==> config.mk <==
export PLATFORM = sky130hd
export DESIGN_NAME = mean_filter_3x3_8bit
export DESIGN_NICKNAME = d
export VERILOG_FILES = /design/src/rtl/mean_filter_3x3_8bit.sv
export SDC_FILE = /design/constraint.sdc
export NUM_CORES = 1
export LEC_CHECK = 0
export BUFFER_PORTS_ARGS = -buffer_cell sky130_fd_sc_hd__buf_2
export CAP_MARGIN = 20
export CORE_MARGIN = 8
export CORE_UTILIZATION = 60
export DETAILED_ROUTE_END_ITERATION = 16
export PLACE_DENSITY_LB_ADDON = 0.15
export SYNTH_ARGS = -nofsm -noshare
export SYNTH_HDL_FRONTEND = slang
export SYNTH_SLANG_ARGS = --single-unit
==> constraint.sdc <==
create_clock -name clock -period 9.91 [get_ports clock]
set_input_delay 0.991 -clock clock [delete_from_list [all_inputs] [get_ports clock]]
set_output_delay 0.991 -clock clock [all_outputs]
set_load 0.005 [all_outputs]
==> src/rtl/mean_filter_3x3_8bit.sv <==
// mean_filter_3x3_8bit: 3x3 floor-mean filter on an 8-bit pixel stream with two line-buffer taps.
// Ports:
//   clock, rst_n (async active-low)
//   pre_frame_vsync/href/clken, pre_img_y : input frame sync and current pixel
//   taps0x / taps1x                       : line buffer taps (one / two rows up), 1 clock behind pre_img_y
//   post_frame_vsync/href/clken           : sync delayed 6 clocks to match post_img_y
//   post_img_y                            : filtered pixel
// Build option: MEAN_BORDER_ZERO_EN -> border windows output 0; otherwise the raw center pixel.
module mean_filter_3x3_8bit #(
  parameter int COL_W    = 12,
  parameter int ROW_W    = 11,
  parameter int DIV_MULT = 7282
) (
  input  logic       clock,
  input  logic       rst_n,
  input  logic       pre_frame_vsync,
  input  logic       pre_frame_href,
  input  logic       pre_frame_clken,
  input  logic [7:0] pre_img_y,
  input  logic [7:0] taps0x,
  input  logic [7:0] taps1x,
  output logic       post_frame_vsync,
  output logic       post_frame_href,
  output logic       post_frame_clken,
  output logic [7:0] post_img_y
);
  // Index 0 is the tap-aligned stage 0, index 5 drives the outputs.
  logic [5:0]       r_vs, r_hr, r_ce;
  logic [7:0]       r_y0;
  logic [7:0]       r_p11, r_p12, r_p13, r_p21, r_p22, r_p23, r_p31, r_p32, r_p33;
  logic [COL_W-1:0] r_col;
  logic [ROW_W-1:0] r_row;
  logic             r_bd1;
  logic [4:2]       r_bd;
  logic [7:0]       r_ctr2, r_ctr3, r_ctr4;
  logic [9:0]       r_s1, r_s2, r_s3;
  logic [11:0]      r_sum;
  logic [24:0]      r_prod;
  logic [7:0]       r_out;
  logic             w_border;
  logic [7:0]       w_res;
  logic             w_unused;
  // Counters hold the position of the beat currently in stage 0, before it is counted.
  assign w_border = (r_row < ROW_W'(2)) || (r_col < COL_W'(2));
`ifdef MEAN_BORDER_ZERO_EN
  assign w_res = r_bd[4] ? 8'd0 : r_prod[23:16];
`else
  assign w_res = r_bd[4] ? r_ctr4 : r_prod[23:16];
`endif
  assign w_unused = ^{r_prod[24], r_prod[15:0], r_ctr4};
  always_ff @(posedge clock or negedge rst_n) begin
    if (!rst_n) begin
      r_vs   <= '0;
      r_hr   <= '0;
      r_ce   <= '0;
      r_y0   <= '0;
      r_p11  <= '0;
      r_p12  <= '0;
      r_p13  <= '0;
      r_p21  <= '0;
      r_p22  <= '0;
      r_p23  <= '0;
      r_p31  <= '0;
      r_p32  <= '0;
      r_p33  <= '0;
      r_col  <= '0;
      r_row  <= '0;
      r_bd1  <= 1'b0;
      r_bd   <= '0;
      r_ctr2 <= '0;
      r_ctr3 <= '0;
      r_ctr4 <= '0;
      r_s1   <= '0;
      r_s2   <= '0;
      r_s3   <= '0;
      r_sum  <= '0;
      r_prod <= '0;
      r_out  <= '0;
    end else begin
      r_vs <= {r_vs[4:0], pre_frame_vsync};
      r_hr <= {r_hr[4:0], pre_frame_href};
      r_ce <= {r_ce[4:0], pre_frame_clken};
      r_y0 <= pre_img_y;
      // Window advances only on aligned beats; newest column enters at p_3.
      if (r_ce[0]) begin
        r_p11 <= r_p12;
        r_p12 <= r_p13;
        r_p13 <= taps1x;
        r_p21 <= r_p22;
        r_p22 <= r_p23;
        r_p23 <= taps0x;
        r_p31 <= r_p32;
        r_p32 <= r_p33;
        r_p33 <= r_y0;
        r_bd1 <= w_border;
      end
      r_col <= !r_hr[0] ? '0 : (r_ce[0] && !(&r_col)) ? r_col + 1'b1 : r_col;
      r_row <= (r_vs[0] && !r_vs[1]) ? '0 :
               (r_hr[1] && !r_hr[0] && !(&r_row)) ? r_row + 1'b1 : r_row;
      r_s1   <= 10'(r_p11) + 10'(r_p12) + 10'(r_p13);
      r_s2   <= 10'(r_p21) + 10'(r_p22) + 10'(r_p23);
      r_s3   <= 10'(r_p31) + 10'(r_p32) + 10'(r_p33);
      r_ctr2 <= r_p22;
      r_bd[2] <= r_bd1;
      r_sum  <= 12'(r_s1) + 12'(r_s2) + 12'(r_s3);
      r_ctr3 <= r_ctr2;
      r_bd[3] <= r_bd[2];
      // sum*7282 >> 16 equals floor(sum/9) for every sum up to 2295.
      r_prod <= 25'(r_sum) * 25'(DIV_MULT);
      r_ctr4 <= r_ctr3;
      r_bd[4] <= r_bd[3];
      r_out  <= w_res;
    end
  end
  assign post_frame_vsync = r_vs[5];
  assign post_frame_href  = r_hr[5];
  assign post_frame_clken = r_ce[5];
  assign post_img_y       = r_out;
endmodule

; Word level (Yosys, flattened, before mapping)
; Index checks and enable logic that the tools add are counted.
[totals]
register_bits = 222
out_inout_bits = 11
in_bits = 29
[op_classes]
muxes = 5
add_sub_neg = 10
eq_ne = 1
order_cmp = 2
mul = 1
reduce_logical = 12
[op_table]
columns = op, count
row1 = 9-bit by 8-bit adder with 10-bit output, 3
row2 = 8-bit by 8-bit adder with 9-bit output, 3
row3 = 12-bit two-way mux, 2
row4 = "12-bit by 12-bit multiplier with 23-bit output, second input constant", 1
row5 = 11-bit two-way mux, 2
row6 = 11-bit by 10-bit adder with 12-bit output, 1
row7 = "12-bit by 1-bit adder with 12-bit output, second input constant", 1
row8 = "12-bit by 2-bit less-than comparator with 1-bit output, second input constant", 1
row9 = 12-bit AND reduction, 1
row10 = 10-bit by 10-bit adder with 11-bit output, 1
row11 = "11-bit by 1-bit adder with 11-bit output, second input constant", 1
row12 = "11-bit by 2-bit less-than comparator with 1-bit output, second input constant", 1
row13 = 11-bit AND reduction, 1
row14 = 8-bit two-way mux, 1
row15 = 1-bit logical AND, 4
row16 = 1-bit zero test, 4
row17 = "2-bit by 1-bit != test with 1-bit output, second input constant", 1
row18 = 2-bit nonzero test, 1
row19 = 1-bit logical OR, 1

; Depth between registers and ports, before layout
[logic_depth]
ltp_word = 5
ltp_mapped = 18
mapped_depth_nobuf = 18

; Worst setup path before layout
; No wires, ideal clock.
[synth_path]
path_kind = register to register
start = register r_sum[1]
end = register r_prod[22]
arrival_time_ns = 4.190
period_less_slack_ns = 4.323
setup_slack_ns = 5.587
stages_incl_launch_ff = 19
setup_time_ns = 0.133
cell_sequence = dfrtp_1 inv_1 fa_1 inv_1 ha_1 inv_1 fa_1 inv_1 fa_1 inv_1 fa_1 inv_1 ha_1 nand2_1 nand3_1 nand2_1 nor4_2 mux2i_1 o211ai_1
[synth_between]
elab_chain_cells = 1
[synth_rtl]
columns = element, line
row1 = from (decl), 37  ; logic [11:0] r_sum;
row2 = from (signal assigned), 105  ; r_sum <= 12'(r_s1) + 12'(r_s2) + 12'(r_s3);
row3 = 12-bit by 12-bit multiplier with 23-bit output, 109  ; r_prod <= 25'(r_sum) * 25'(DIV_MULT);
row4 = to (signal assigned), 109
row5 = to (decl), 38  ; logic [24:0] r_prod;
; No other way between the ends.
; A chain may end at the register's enable or synchronous reset.

; Worst setup path after layout
[layout_path]
start = register r_sum[2]
end = register r_prod[22]
; Same word-level chain as after synthesis.

==> run_results.csv <==
group,metric,value,unit
floorplanning,coreArea,17840,sq um
synthesis,synth_compound_area_share,5.427,%
clock_tree,worstSkewPairLatency,500,ps
floorplanning,io_pins,40,
synthesis,yosysWarningCount,0,
synthesis,syn-cell-area,10840,sq um
finish,antenna-diode-count,0,
global_routing,grt.total_usage,17.76,%
finish,syn_to_final_growth,11.66,%
clock_tree,clkTransAtPathRegs,60,ps
placement,port_buffers,39,
synthesis,synth-xor-area-share,3.718,%
finish,fin_area,12100,sq um
setup_path,path_max_fanout,3,
synthesis,synthFlopType,"dfrtp_1",
synthesis,ys_types,47,
sta,slew_viol_final,0,
flow_run,cap_violations,0,
synthesis,synth_most_common_cell,"dfrtp_1",
synthesis,syn-num-nets,1048,
synthesis,synthSimpleGateAreaFrac,7.424,%
sta,max-slew-margin-rel,36.71,%
detailed_routing,ant_nets,0,
setup_path,endpoint_kind,"flop",
run_status,status,"completed",
floorplanning,die_y,150.4,um
sta,timing.hold.ws,337.5,ps
sta,worst-slew-pin-transition,949.4,ps
finish,fillCellCount,1299,
setup_path,worstSetupPathType,"flop to flop",
synthesis,netlist.area_leader.share,47.80,%
synthesis,synthCells,853,
setup_path,critPathRequiredTime,10280,ps
clock_tree,root_buffer,"clkbuf_16",
synthesis,synth-edff-count,0,
synthesis,synth_top_family_by_area,"adder cells",
finish,seqCellArea,5184,sq um
clock_tree,clock-sinks,207,
clock_tree,clockBufferDepth,3,
detailed_routing,first_pass_iters,4,
finish,drive_above_1_share,17.77,%
sta,setup_violations,0,
clock_tree,postCtsSetupBuffers,0,
detailed_routing,vias,6124,
floorplanning,initial_core_util,60.74,%
floorplanning,die-area,22620,sq um
clock_tree,cts_buffers,22,
clock_tree,cts_tree,"done",
sta,tns,0,ps
sta,fmax,217.7,MHz
detailed_routing,drc,0,
global_routing,grt_max_degree,83,
detailed_routing,viasPerCell,5.316,
floorplanning,die_w,150.4,um
detailed_routing,drt-initial-drc-count,255,
sta,hold_viol,0,
sta,rsz0062_at_grt,"false",
setup_path,critPathArrivalTime,4960,ps
placement,dp_hpwl,13.71,mm
detailed_routing,wl_met2,9.832,mm
synthesis,synth_top_area_cell,"dfrtp_1",
synthesis,synth_mux_area_share,7.563,%
finish,multiInputGateArea,5195,sq um
sta,post-route-min-period,4594,ps
detailed_routing,wl_met3,581,um
global_routing,gr-total-overflow,0,
hold_path,hold_class,"flop to flop",
clock_tree,ctsHoldBuffers,0,
synthesis,ys_ff_latch,207,
detailed_routing,drt_wl_total,18.60,mm
sta,finClkSkew,15.40,ps
floorplanning,rows,49,
detailed_routing,wl_per_cell,16.15,um
global_routing,antenna_found_initial,0,
synthesis,synth.top_cells.by_count,"dfrtp_1 (207), inv_1 (109), ha_1 (99)",
synthesis,synthAdderAreaFrac,23.81,%
placement,gp_congestion,0.8637,
global_routing,grt_pass1_wl,32.51,mm
sta,period_share,46.36,%
detailed_routing,highest_layer,"met4",
synthesis,yosysSeqAreaShare,47.80,%
synthesis,syn_avg_cell_area,12.70,sq um
finish,nNetsFinal,1102,
placement,placed_cell_area,11300,sq um
synthesis,yosys-top-cells-area,"dfrtp_1 (48%), fa_1 (12%), ha_1 (11%), mux2_2 (7.4%), inv_1 (3.8%)",
setup_path,cp-start-kind,"flop",
clock_tree,post_cts_resized,0,
detailed_routing,wl_met1,7.808,mm
synthesis,async_reset_ff_share,100.0,%
clock_tree,cts_max_level,1,
global_routing,first_global_vias,6814,
[cells by family after synthesis]
| group | count (synthesis) |
|---|---|
| flip-flops | 207 |
| XOR/XNOR | 46 |
| AND/OR/NAND/NOR | 158 |
| buffers and inverters | 121 |
| AO/OA/AOI/OAI | 82 |
| adder cells (fa/ha/maj) | 166 |
| multiplexers | 73 |
[worst paths after layout]
check | startpoint | to | cells after the start | slack, ps
min in group asynchronous | rst_n | r_sum[0] | 1 | 460
worst min-delay path | r_hr[4] | r_hr[5] | 0 | 340
worst max-delay path | r_sum[2] | r_prod[22] | 18 | 5320
max in group asynchronous | rst_n | r_s2[4] | 2 | 8090
worst max register to register | r_sum[2] | r_prod[22] | 18 | 5320
worst min register to register | r_hr[4] | r_hr[5] | 0 | 340
[critical path: stages, from the launching register on]
cell and delay [ps]:
dfrtp_1 430, inv_1 80, fa_1 500, inv_1 60, ha_1 290, inv_1 60, fa_1 530, inv_1 50
fa_1 540, inv_1 60, fa_1 530, inv_1 40, ha_1 290, nand2_1 70, nand3_1 80, nand2_1 140
nor4_2 370, mux2i_1 250, o211ai_1 100
[cell type report]
cell class | instances | share of cell area [%]
clock buffer | 24 | 4.787
tap | 229 | 2.368
inverter | 109 | 3.381
sequential | 207 | 42.84
multi-input combinational | 525 | 42.93
timing repair buffer | 42 | 1.872
clock inverter | 16 | 1.820
[metrics by stage]
step / setup slack [ps] / util (%) / std cells
floorplan: 5587 / - / 853
global placement: 5404 / 63.34 / 1112
detailed placement: 5369 / 63.34 / 1112
CTS: 5293 / 67.82 / 1152
global route: 5001 / 67.82 / 1152
finish: 5316 / 67.82 / 1152
[placed cells by master, fill, tap and decap left out, types with 23 or more instances in the layout]
| cell | synthesis | final |
|---|---|---|
| mux2_2 | 71 | 71 |
| clkbuf_16 | 0 | 23 |
| dfrtp_1 | 207 | 206 |
| o21ai_0 | 23 | 23 |
| nor2_1 | 43 | 43 |
| xnor2_1 | 32 | 32 |
| fa_1 | 67 | 67 |
| inv_1 | 109 | 109 |
| nand2_1 | 36 | 36 |
| ha_1 | 99 | 99 |
| buf_2 | 6 | 38 |
[routing by layer]
metal | global-route usage, % | up-vias
met3 | 2.645 | 26
met4 | 4.298 | 0
met1 | 22.01 | 3079
met5 | 0 | -
met2 | 32.04 | 86
li1 | - | 2933
[registers in the layout, summed over array words and instances, names as in the netlist, 10 cells and up]
signal and cells:
r_col 12, r_sum 12, r_row 11, r_s1 10, r_s2 10, r_s3 10
Power is left out: the tool's default activity adds up to more than one toggle a clock period on the data nets, which glitch-free logic cannot reach.
